$ cat src/rtl/sd_cmd_phy_if.sv
// Command/response handshake between the SD controller sequencer and the
// command-line PHY. Signal names keep the PHY-side i_/o_ direction affixes
// so they line up with the PHY datasheet.
interface sd_cmd_phy_if;
  logic         i_fast;
  logic         i_cmd_valid;
  logic         o_cmd_ready;
  logic [5:0]   i_cmd_index;
  logic [31:0]  i_cmd_arg;
  logic [1:0]   i_resp_type;
  logic         o_resp_valid;
  logic [5:0]   o_resp_index;
  logic [127:0] o_resp_data;
  logic         o_resp_crc_err;
  logic         o_resp_timeout;

  // controller side
  modport master (
    output i_fast, i_cmd_valid, i_cmd_index, i_cmd_arg, i_resp_type,
    input  o_cmd_ready, o_resp_valid, o_resp_index, o_resp_data,
           o_resp_crc_err, o_resp_timeout
  );

  // PHY side
  modport slave (
    input  i_fast, i_cmd_valid, i_cmd_index, i_cmd_arg, i_resp_type,
    output o_cmd_ready, o_resp_valid, o_resp_index, o_resp_data,
           o_resp_crc_err, o_resp_timeout
  );
endinterface

$ cat src/rtl/sd_cmd_phy.sv
// SD CMD-line engine: free-running sd_clk divider, 48-bit command
// serialiser with on-the-fly CRC7, response receiver (R1/R2/R3) with NCR
// timeout and CRC7 check, and an 8-clock NCC gap before completion.
module sd_cmd_phy #(
  parameter int INIT_HALF    = 125,
  parameter int FAST_HALF    = 2,
  parameter int RESP_TIMEOUT = 64
) (
  input  logic        i_clk,
  input  logic        i_rst_n,
  sd_cmd_phy_if.slave cmd,
  output logic        o_sd_clk,
  output logic        o_sd_cmd,
  output logic        o_sd_cmd_oe,
  input  logic        i_sd_cmd
);

  localparam int HW = $clog2((INIT_HALF > FAST_HALF) ? INIT_HALF : FAST_HALF) + 1;
  localparam int CW = $clog2(((RESP_TIMEOUT > 136) ? RESP_TIMEOUT : 136) + 1);

  typedef enum logic [2:0] {S_IDLE, S_TX, S_WAIT, S_RX, S_NCC} state_t;

  state_t         state_q, state_d;
  logic           ready_q, ready_d;
  logic [HW-1:0]  half_q, div_cnt;
  logic           sd_clk_q, tick, rise, fall;
  logic           accept;
  logic [1:0]     type_q;
  logic [39:0]    tx_sr;
  logic [6:0]     crc_q;
  logic [CW-1:0]  bit_cnt;
  logic [127:0]   rx_sr;
  logic           to_q;
  logic           sd_cmd_q, oe_q, tx_bit;
  logic           resp_valid_q, resp_crc_q, resp_to_q;
  logic [5:0]     resp_idx_q, resp_idx_d;
  logic [127:0]   resp_data_q, resp_data_d;
  logic           resp_crc_d;

  // serial CRC7, polynomial x^7 + x^3 + 1
  function automatic logic [6:0] crc7_step(input logic [6:0] c, input logic b);
    logic fb;
    fb = b ^ c[6];
    return {c[5:0], 1'b0} ^ (fb ? 7'h09 : 7'h00);
  endfunction

  // >= so a shorter ratio latched mid-count wraps at once instead of overrunning
  assign tick   = (div_cnt >= half_q - HW'(1));
  assign rise   = tick & ~sd_clk_q;
  assign fall   = tick &  sd_clk_q;
  assign accept = cmd.i_cmd_valid & ready_q & (state_q == S_IDLE);

  // free-running sd_clk half-period divider
  always_ff @(posedge i_clk or negedge i_rst_n) begin
    if (!i_rst_n) begin
      div_cnt  <= '0;
      sd_clk_q <= 1'b0;
    end else if (tick) begin
      div_cnt  <= '0;
      sd_clk_q <= ~sd_clk_q;
    end else begin
      div_cnt  <= div_cnt + HW'(1);
    end
  end

  // state register; ready is registered so it stays low while in reset
  always_ff @(posedge i_clk or negedge i_rst_n) begin
    if (!i_rst_n) begin
      state_q <= S_IDLE;
      ready_q <= 1'b0;
    end else begin
      state_q <= state_d;
      ready_q <= ready_d;
    end
  end

  // next-state logic, advanced only on sd_clk strobes
  always_comb begin
    state_d = state_q;
    case (state_q)
      S_IDLE: if (accept) state_d = S_TX;
      S_TX:   if (fall && bit_cnt == CW'(48))
                state_d = (type_q == 2'd0) ? S_NCC : S_WAIT;
      S_WAIT: if (rise) begin
                if (!i_sd_cmd)                            state_d = S_RX;
                else if (bit_cnt == CW'(RESP_TIMEOUT - 1)) state_d = S_NCC;
              end
      S_RX:   if (rise && bit_cnt == CW'(1)) state_d = S_NCC;
      S_NCC:  if (rise && bit_cnt == CW'(7)) state_d = S_IDLE;
      default: state_d = S_IDLE;
    endcase
  end

  // outputs: ready, next command bit, and the response fields at completion
  always_comb begin
    ready_d     = (state_d == S_IDLE);
    if (bit_cnt < CW'(40))      tx_bit = tx_sr[39];
    else if (bit_cnt < CW'(47)) tx_bit = crc_q[6];
    else                        tx_bit = 1'b1;
    resp_idx_d  = '0;
    resp_data_d = '0;
    resp_crc_d  = 1'b0;
    if (!to_q) begin
      case (type_q)
        2'd1: begin
          resp_idx_d  = rx_sr[45:40];
          resp_data_d = {96'b0, rx_sr[39:8]};
          resp_crc_d  = (crc_q != rx_sr[7:1]) || !rx_sr[0];
        end
        2'd2: resp_data_d = rx_sr;
        2'd3: begin
          resp_idx_d  = rx_sr[45:40];
          resp_data_d = {96'b0, rx_sr[39:8]};
        end
        default: ;
      endcase
    end
  end

  // datapath: frame shift/CRC, response capture, counters, result registers.
  // The card changes CMD on falling sd_clk, so the pad is half a period stable
  // at every rise strobe and is sampled directly.
  always_ff @(posedge i_clk or negedge i_rst_n) begin
    if (!i_rst_n) begin
      half_q       <= HW'(INIT_HALF);
      type_q       <= '0;
      tx_sr        <= '0;
      crc_q        <= '0;
      bit_cnt      <= '0;
      rx_sr        <= '0;
      to_q         <= 1'b0;
      sd_cmd_q     <= 1'b1;
      oe_q         <= 1'b1;
      resp_valid_q <= 1'b0;
      resp_idx_q   <= '0;
      resp_data_q  <= '0;
      resp_crc_q   <= 1'b0;
      resp_to_q    <= 1'b0;
    end else begin
      resp_valid_q <= 1'b0;
      case (state_q)
        S_IDLE: if (accept) begin
          half_q  <= cmd.i_fast ? HW'(FAST_HALF) : HW'(INIT_HALF);
          type_q  <= cmd.i_resp_type;
          tx_sr   <= {2'b01, cmd.i_cmd_index, cmd.i_cmd_arg};
          crc_q   <= '0;
          bit_cnt <= '0;
          rx_sr   <= '0;
          to_q    <= 1'b0;
        end
        S_TX: if (fall) begin
          if (bit_cnt == CW'(48)) begin
            // last bit has now been held a full period: release the line
            oe_q     <= 1'b1;
            sd_cmd_q <= 1'b1;
            bit_cnt  <= '0;
          end else begin
            oe_q     <= 1'b0;
            sd_cmd_q <= tx_bit;
            bit_cnt  <= bit_cnt + CW'(1);
            if (bit_cnt < CW'(40)) begin
              tx_sr <= {tx_sr[38:0], 1'b0};
              crc_q <= crc7_step(crc_q, tx_sr[39]);
            end else begin
              crc_q <= {crc_q[5:0], 1'b0};
            end
          end
        end
        S_WAIT: if (rise) begin
          if (!i_sd_cmd) begin
            // start bit is 0, so it leaves a zero CRC untouched
            bit_cnt <= (type_q == 2'd2) ? CW'(135) : CW'(47);
            crc_q   <= '0;
          end else if (bit_cnt == CW'(RESP_TIMEOUT - 1)) begin
            bit_cnt <= '0;
            to_q    <= 1'b1;
          end else begin
            bit_cnt <= bit_cnt + CW'(1);
          end
        end
        S_RX: if (rise) begin
          // bit_cnt is the number of bits still to come; > 8 covers bits 46:8
          rx_sr   <= {rx_sr[126:0], i_sd_cmd};
          if (bit_cnt > CW'(8)) crc_q <= crc7_step(crc_q, i_sd_cmd);
          bit_cnt <= bit_cnt - CW'(1);
        end
        S_NCC: if (rise) begin
          bit_cnt <= bit_cnt + CW'(1);
          if (bit_cnt == CW'(7)) begin
            resp_valid_q <= 1'b1;
            resp_idx_q   <= resp_idx_d;
            resp_data_q  <= resp_data_d;
            resp_crc_q   <= resp_crc_d;
            resp_to_q    <= to_q;
          end
        end
        default: ;
      endcase
    end
  end

  assign o_sd_clk           = sd_clk_q;
  assign o_sd_cmd           = sd_cmd_q;
  assign o_sd_cmd_oe        = oe_q;
  assign cmd.o_cmd_ready    = ready_q;
  assign cmd.o_resp_valid   = resp_valid_q;
  assign cmd.o_resp_index   = resp_idx_q;
  assign cmd.o_resp_data    = resp_data_q;
  assign cmd.o_resp_crc_err = resp_crc_q;
  assign cmd.o_resp_timeout = resp_to_q;

endmodule

$ cat src/flat_wrapper.sv
// flat-port wrapper written by rule: the top's interface ports become plain ports
module sd_cmd_phy_flat 
#(
  parameter int INIT_HALF    = 125,
  parameter int FAST_HALF    = 2,
  parameter int RESP_TIMEOUT = 64
)
  (i_clk, i_rst_n, o_sd_clk, o_sd_cmd, o_sd_cmd_oe, i_sd_cmd, cmd_i_fast, cmd_i_cmd_valid, cmd_i_cmd_index, cmd_i_cmd_arg, cmd_i_resp_type, cmd_o_cmd_ready, cmd_o_resp_valid, cmd_o_resp_index, cmd_o_resp_data, cmd_o_resp_crc_err, cmd_o_resp_timeout);
  sd_cmd_phy_if cmd_i ();
  input  logic i_clk;
  input  logic i_rst_n;
  output logic o_sd_clk;
  output logic o_sd_cmd;
  output logic o_sd_cmd_oe;
  input  logic i_sd_cmd;
  input wire logic [$bits(cmd_i.i_fast)-1:0] cmd_i_fast;
  input wire logic [$bits(cmd_i.i_cmd_valid)-1:0] cmd_i_cmd_valid;
  input wire logic [$bits(cmd_i.i_cmd_index)-1:0] cmd_i_cmd_index;
  input wire logic [$bits(cmd_i.i_cmd_arg)-1:0] cmd_i_cmd_arg;
  input wire logic [$bits(cmd_i.i_resp_type)-1:0] cmd_i_resp_type;
  output wire logic [$bits(cmd_i.o_cmd_ready)-1:0] cmd_o_cmd_ready;
  output wire logic [$bits(cmd_i.o_resp_valid)-1:0] cmd_o_resp_valid;
  output wire logic [$bits(cmd_i.o_resp_index)-1:0] cmd_o_resp_index;
  output wire logic [$bits(cmd_i.o_resp_data)-1:0] cmd_o_resp_data;
  output wire logic [$bits(cmd_i.o_resp_crc_err)-1:0] cmd_o_resp_crc_err;
  output wire logic [$bits(cmd_i.o_resp_timeout)-1:0] cmd_o_resp_timeout;
  assign cmd_i.i_fast = cmd_i_fast;
  assign cmd_i.i_cmd_valid = cmd_i_cmd_valid;
  assign cmd_i.i_cmd_index = cmd_i_cmd_index;
  assign cmd_i.i_cmd_arg = cmd_i_cmd_arg;
  assign cmd_i.i_resp_type = cmd_i_resp_type;
  assign cmd_o_cmd_ready = cmd_i.o_cmd_ready;
  assign cmd_o_resp_valid = cmd_i.o_resp_valid;
  assign cmd_o_resp_index = cmd_i.o_resp_index;
  assign cmd_o_resp_data = cmd_i.o_resp_data;
  assign cmd_o_resp_crc_err = cmd_i.o_resp_crc_err;
  assign cmd_o_resp_timeout = cmd_i.o_resp_timeout;
  sd_cmd_phy #(.INIT_HALF(INIT_HALF), .FAST_HALF(FAST_HALF), .RESP_TIMEOUT(RESP_TIMEOUT)) u_core (.i_clk(i_clk), .i_rst_n(i_rst_n), .cmd(cmd_i), .o_sd_clk(o_sd_clk), .o_sd_cmd(o_sd_cmd), .o_sd_cmd_oe(o_sd_cmd_oe), .i_sd_cmd(i_sd_cmd));
endmodule
$ cat config.mk
export PLATFORM = sky130hd
export DESIGN_NAME = sd_cmd_phy_flat
export DESIGN_NICKNAME = d
export VERILOG_FILES = /design/src/rtl/sd_cmd_phy_if.sv /design/src/rtl/sd_cmd_phy.sv /design/src/flat_wrapper.sv
export SDC_FILE = /design/constraint.sdc
export NUM_CORES = 1
export LEC_CHECK = 0
export CAP_MARGIN = 15
export CORE_MARGIN = 2
export CORE_UTILIZATION = 50
export CTS_BUF_LIST = sky130_fd_sc_hd__clkbuf_4
export CTS_CLUSTER_SIZE = 20
export DETAILED_ROUTE_END_ITERATION = 7
export DONT_BUFFER_PORTS = 1
export PLACE_DENSITY = 0.63
export REMOVE_ABC_BUFFERS = 1
export SKIP_CTS_REPAIR_TIMING = 1
export SLEW_MARGIN = 20
export SYNTH_ARGS = -nofsm -noshare
export SYNTH_HDL_FRONTEND = slang
export SYNTH_SLANG_ARGS = --single-unit
$ cat constraint.sdc
create_clock -name i_clk -period 3.4 [get_ports i_clk]
set_clock_uncertainty 0.2 [all_clocks]
set_input_delay 0.17 -clock i_clk [delete_from_list [all_inputs] [get_ports i_clk]]
set_output_delay 0.17 -clock i_clk [all_outputs]
set_load 0.02 [all_outputs]
==> summary.txt, run 1 <==
Finish
  – Final Cell Area: 17,000 um^2
  – Layout Utilization: 0.588
  – Fillers: 2,512
  – Layout cell share with drive strength beyond 1: 0.110
  – Synthesis-to-finish area growth: 14.9%
  – Nets: 1,759

Clock network
  – Htree depth: 3
  – Worst-Skew Late Latency: 720 ps
  – CTS Buf Count: 91
  – Max Root-Sink Buffers: 3
  – CTS Sinks: 340
  – Clk slew on worst S/H paths: 60 ps
  – Root Buffer: clkbuf_4
  – CTS tree: done

Drt
  – Wirelength per Cell: 16.4 um
  – DRC: 0
  – Vias/cell: 5.46
  – Routed vias: 11,700
  – DR iter-0 viols: 798
  – Antenna Nets Post-Route: 0
  – Drt first pass iters: 5
  – Post-Route WL: 35,100 um

Hold path
  – Worst Hold Class: in -> async

Run status
  – Status: complete, but fails checks
  – Failing checks: hold timing

Placed design
  – GPL Wtd Cong: 0.858
  – Placed inst area: 15,000 um^2
  – Port bufs: 0
  – Dpl ws: 186 ps
  – Detailed placer's ending HPWL: 20,100 um

Yosys
  – Synth Flop Type: dfrtp_1
  – Synthesized area: 14,800 um^2
  – Post-synth top area cell: dfrtp_1
  – Most frequent cell after synthesis: nand2_1
  – Yosys reg bits: 340
  – Yosys Warn Count: 0
  – Top cell type's share of synthesized area: 0.571
  – Synthesized instance count: 1,624
  – Unique masters post-synth: 66
  – Number of flops mapped to enable cells by yosys: 0
  – Async S/R FF share, synth: 1.00
  – Post-synthesis sequential area ratio: 0.577
  – Top post-synthesis cells by count: nand2_1, dfrtp_1, nor2_1
  – Largest cells by area after synthesis: dfrtp_1, nand2_1, nor2_1
  – Syn avg cell area: 9.09 um^2

Timing
  – Slew headroom: 0.310
  – Max Transition Viols Final: 0
  – Final worst setup slack: 180 ps
  – Achievable Freq: 311 MHz
  – WHS: -1040 ps
  – # setup viols final: 0
  – Worst slew pin tran: 1030 ps
  – Min Tclk post-route: 3220 ps
  – RSZ-0062 raised after global routing: no
  – Endpoints failing hold: 340
  – Crit share post-route: 0.947

Worst setup path
  – Critical Path RT: 3740 ps
  – CP max FO: 32
  – CP startpoint kind: flop
  – Crit end category: flop
  – Crit-path max cell delay: 520 ps
  – Critical path arrival: 3560 ps
  – Number of cells on the critical path: 10
  – Worst R2R Path Depth: 10
  – Worst path cell trace: inv_1 -> ha_1 -> ha_1 -> nand4_1 -> a21oi_1 -> a21o_2 -> nand3_4 -> buf_12 -> a221oi_1 -> nor2_1
  – Critical path's most frequent cell: ha_1
  – Top Family by Delay on Critical Path: compound AO/OA/AOI/OAI gates
  – Crit-path slowest cell: dfstp_2
  – WS Path Type: reg -> reg
  – CP Buf/Inv Count: 2

Power
  – VDD IR-drop max: 0.000331 V
  – Leakage power: 0.00838 uW
  – Pwr Total: 7650 uW
  – P per Cell Area: 451 nW/um^2

Global routing
  – Vias in the first global route: 11,000
  – GR Util met2: 0.350
  – Overflow after GRT: 0
  – Grt met3 use: 0.0788
  – Pin count of the biggest net entering global routing: 341
  – GR Layer Usage met1: 0.290
  – Antenna violations before repair: 1
  – GRT Total Usage: 0.223
  – Layer with the highest usage: met2
  – First-pass GRT wire length: 56,400 um

Floorplanning
  – Die width: 176 um
  – Starting density of the core: 0.511
  – Placement Rows: 62
  – Io pins: 186
  – Core area: 28,900 um^2
  – DIE AREA: 30,900 um^2
  – Die height: 176 um

Flow run
  – Max cap viols: 0
[area by class of cell]
class | instances | area [um^2] | share of cell area
antenna | 1 | 2.50 | 0.000148
clock buffer | 141 | 1060 | 0.0624
clock inverter | 15 | 85.1 | 0.00502
inverter | 20 | 80.1 | 0.00472
multi-input combinational | 1142 | 5620 | 0.331
sequential | 340 | 8510 | 0.502
tap | 384 | 480 | 0.0283
timing repair buffer | 104 | 1130 | 0.0667
[sequential cells by signal, summed over array words and instances (netlist names), 3 cells and up]
signal,cells
u_core.rx_sr,128
u_core.tx_sr,40
u_core.state_q,3
u_core.cmd.o_resp_index,6
u_core.cmd.o_resp_data,128
u_core.crc_q,7
u_core.bit_cnt,8
u_core.div_cnt,8
[layout by cell type (no fill, tap or decap), drive strengths merged, types with 8 or more instances in the layout]
master       Yosys  routed
clkinv           0      11
inv             20      21
nand3          114     114
o22ai           39      39
a21oi           14      14
nand2          491     491
nor2           163     163
buf             68      24
dlygate4sd3      0      80
xnor2            8       8
ha              15      15
nor3             8       8
xor2            11      11
dfrtp          337     337
o21ai          149     149
a221oi          32      32
clkbuf          54     141
[layer usage]
metal | part of all wire | up-vias
li1 | - | 5638
met1 | 0.43 | 5674
met2 | 0.48 | 344
met3 | 0.073 | 66
met4 | 0.020 | 0
met5 | 0 | -
[where the power goes]
part | total, uW | switching [uW] | internal [uW]
clock | 3530 | 1650 | 1880
combinational | 76.0 | 18.6 | 57.4
sequential | 4050 | 0 | 4050
total | 7650 | 1670 | 5980
[metrics by stage]
step	instances	TNS [ps]
floorplan	1502	-1453850
detailed placement	1910	0
CTS	2066	0
finish	2147	0
global route	2147	0
global placement	1910	0
[worst register-to-register path, delay by kind of cell (launching register included)]
family | cells | cell delay, ps
AO/OA/AOI/OAI | 3 | 990
adder cells (fa/ha/maj) | 2 | 580
buffers and inverters | 2 | 330
flip-flops | 1 | 520
AND/OR/NAND/NOR | 3 | 420
[path summary, 6_finish.rpt]
path	to	slack, ps	startpoint
worst max-delay path	u_core.cmd.o_resp_data[5]$_DFFE_PN0P_	180	u_core.half_q[5]$_DFFE_PN1P_
worst min-delay path	u_core.cmd.o_resp_data[104]$_DFFE_PN0P_	-1040	i_rst_n
worst max register to register	u_core.cmd.o_resp_data[5]$_DFFE_PN0P_	180	u_core.half_q[5]$_DFFE_PN1P_
worst min register to register	u_core.rx_sr[67]$_DFFE_PN0P_	280	u_core.rx_sr[66]$_DFFE_PN0P_
max in group asynchronous	u_core.tx_sr[16]$_DFFE_PN0P_	3240	i_rst_n
min in group i_clk	u_core.tx_sr[9]$_DFFE_PN0P_	0	cmd_i_cmd_arg[9]
[logic make-up (layout without fill, tap and decap cells)]
family                   count (synthesis)  in the layout  share of synthesized area
flip-flops                             340            340                      0.577
buffers and inverters                  142            280                     0.0459
other                                    0              1                          0
AO/OA/AOI/OAI                          280            280                      0.119
adder cells (fa/ha/maj)                 15             15                     0.0127
multiplexers                             7              7                    0.00475
XOR/XNOR                                19             19                     0.0113
AND/OR/NAND/NOR                        821            821                      0.230
No activity file was read; power rests on OpenSTA's default activity.
==> run 2, diff against run 1 <==
--- a/config.mk
+++ b/config.mk
@@ -5,10 +5,10 @@
 export SDC_FILE = /design/constraint.sdc
 export NUM_CORES = 1
 export LEC_CHECK = 0
+export ABC_CLOCK_PERIOD_IN_PS = 3400
 export CAP_MARGIN = 15
 export CORE_MARGIN = 2
 export CORE_UTILIZATION = 50
-export CTS_BUF_LIST = sky130_fd_sc_hd__clkbuf_4
 export CTS_CLUSTER_SIZE = 20
 export DETAILED_ROUTE_END_ITERATION = 7
 export DONT_BUFFER_PORTS = 1
==> summary.txt, run 2 (synthesis gave the netlist of run 1 again) <==
Global routing
  – Vias in the first global route: 10,600 (-3.4%)
  – First-pass GRT wire length: 55,700 um (-1.1%)
  – Antenna violations before repair: 0 (-1)
  – GRT Total Usage: 0.219 (-0.00338)
  – Pin count of the biggest net entering global routing: 341 (unchanged)
  – Overflow after GRT: 0 (unchanged)

Power
  – Pwr Total: 7870 uW (+2.8%)
  – P per Cell Area: 473 nW/um^2 (+4.9%)
  – VDD IR-drop max: 0.000362 V (+9.5%)
  – Leakage power: 0.00813 uW (-3.1%)

Timing
  – Achievable Freq: 319 MHz (+2.7%)
  – Endpoints failing hold: 340 (unchanged)
  – # setup viols final: 0 (unchanged)
  – Slew headroom: 0.165 (-0.146)
  – RSZ-0062 raised after global routing: no
  – Min Tclk post-route: 3140 ps (-83.7 ps)
  – Crit share post-route: 0.922 (-0.0246)
  – Max Transition Viols Final: 0 (unchanged)
  – WHS: -847 ps (+195 ps)
  – Worst slew pin tran: 1250 ps (+221 ps)

Drt
  – Wirelength per Cell: 16.9 um (+3.1%)
  – DR iter-0 viols: 874 (+9.5%)
  – Routed vias: 11,200 (-4.2%)
  – Drt first pass iters: 5 (unchanged)
  – DRC: 0 (unchanged)
  – Vias/cell: 5.56 (+1.8%)
  – Antenna Nets Post-Route: 0 (unchanged)
  – Post-Route WL: 34,100 um (-3.0%)

Finish
  – Synthesis-to-finish area growth: 12.7%
  – Nets: 1,673 (-4.9%)
  – Number of cells in the finished layout apart from fillers: 2,019 (-6.0%)
  – Layout cell share with drive strength beyond 1: 0.0599 (-0.0496)
  – Most common cell after layout, fill and taps aside: nand2_1
  – Commonest cells after routing, fill and taps aside: nand2_1, dfrtp_1, nor2_1, nand3_1, o21ai_0
  – Fillers: 2,524 (+0.48%)
  – # diodes: 0 (-1)

Worst setup path
  – Critical Path Sink: u_core.cmd.o_resp_data[56]$_DFFE_PN0P_
  – RR Startpoint: u_core.half_q[5]$_DFFE_PN1P_
  – Worst R2R Path Depth: 11 (+1)
  – Critical path startpoint: u_core.half_q[5]$_DFFE_PN1P_
  – CP startpoint kind: flop
  – Critical R2R Capture: u_core.cmd.o_resp_data[56]$_DFFE_PN0P_
  – Critical Path RT: 3640 ps (-100 ps)
  – Critical path arrival: 3380 ps (-180 ps)
  – Worst R2R Setup Slack: 260 ps (+80 ps)
  – CP max FO: 40 (+25%)
  – Crit end category: flop
  – WS Path Type: reg -> reg

Floorplanning
  – Io pins: 186 (unchanged)
  – Core area: 28,900 um^2 (unchanged)
  – Placement Rows: 62 (unchanged)
  – Die height: 176 um (unchanged)
  – Starting density of the core: 0.511 (unchanged)
  – DIE AREA: 30,900 um^2 (unchanged)
  – Die width: 176 um (unchanged)

Clock network
  – Max Root-Sink Buffers: 3 (unchanged)
  – CTS tree: done
  – Htree depth: 2 (-1)
  – CTS Buf Count: 37 (-59%)
  – CTS Sinks: 340 (unchanged)
  – Worst-Skew Late Latency: 520 ps (-200 ps)
  – Clk slew on worst S/H paths: 60 ps (about the same)
  – Root Buffer: clkbuf_16

Hold path
  – Worst Hold Class: in -> async

Run status
  – Failing checks: hold timing
  – Status: complete, but fails checks

Flow run
  – Max cap viols: 0 (unchanged)

Placed design
  – Port bufs: 0 (unchanged)
  – Placed Cells: 1,910 (unchanged)
  – Detailed placer's ending HPWL: 20,100 um (unchanged)
  – GPL Wtd Cong: 0.858 (unchanged)
## run 2: cell types whose count changed in the layout (fill, tap and decap cells not counted), sizes merged
cell         before  now
clkinvlp          3    0
inv              21   22
diode             1    0
clkbuf          141   56
dlygate4sd3      80   48
clkinv           11    3
## run 2: layer usage
| layer | GRT usage | up-vias | part of all wire |
|---|---|---|---|
| li1 | - | 5399 | - |
| met1 | 0.301 | 5500 | 0.44 |
| met2 | 0.347 | 283 | 0.47 |
| met3 | 0.0639 | 45 | 0.068 |
| met4 | 0.0520 | 0 | 0.018 |
| met5 | 0 | - | 0 |
## run 2: report_power, final
group / internal [uW] / switching (uW) / total, uW
Combinational: 34.9 / 11.6 / 46.4
Sequential: 4050 / 0 / 4050
Clock: 2220 / 1550 / 3770
## run 2: worst min path at each step
stage / to / cells past startpoint / startpoint
6_report: u_core.cmd.o_resp_data[126]$_DFFE_PN0P_ / 0 / i_rst_n
5_1_grt: u_core.cmd.o_resp_data[103]$_DFFE_PN0P_ / 0 / i_rst_n
2_1_floorplan: u_core.bit_cnt[0]$_DFFE_PN0P_ / 0 / i_rst_n
4_1_cts: u_core.cmd.o_resp_data[126]$_DFFE_PN0P_ / 0 / i_rst_n
3_5_place_dp: u_core.cmd.o_resp_data[127]$_DFFE_PN0P_ / 0 / i_rst_n
3_3_place_gp: u_core.cmd.o_resp_data[127]$_DFFE_PN0P_ / 0 / i_rst_n
## run 2: metrics by stage
stage / hold slack [ps] / utilization / instance area [um^2] / TNS (ps) / setup slack [ps]
3_3_place_gp: -314 / 0.520 / 15000 / 0 / 276
3_5_place_dp: -315 / 0.520 / 15000 / 0 / 186
6_report: -847 / 0.576 / 16600 / 0 / 264
2_1_floorplan: -326 / - / 14200 / -1453850 / -5790
4_1_cts: -868 / 0.560 / 16100 / 0 / 189
5_1_grt: -874 / 0.576 / 16600 / 0 / 51.0
## run 2: critical path, cell delays in order (launching register included)
cell     delay (ps)
dfstp_2         510
inv_1            80
ha_1            260
ha_1            310
nand4_1          90
a21oi_1         200
a21o_2          390
nand3_4         250
inv_6           280
buf_12          260
nand3_1         100
nand2_1          90
## run 2: layout make-up
cell class	instances	area [um^2]	area share
Clock inverter	5	36.3	0.00218
Inverter	20	80.1	0.00481
Sequential cell	340	8510	0.512
Clock buffer	56	1100	0.0660
Tap cell	384	480	0.0289
Multi-Input combinational cell	1142	5620	0.338
Timing Repair Buffer	72	811	0.0487
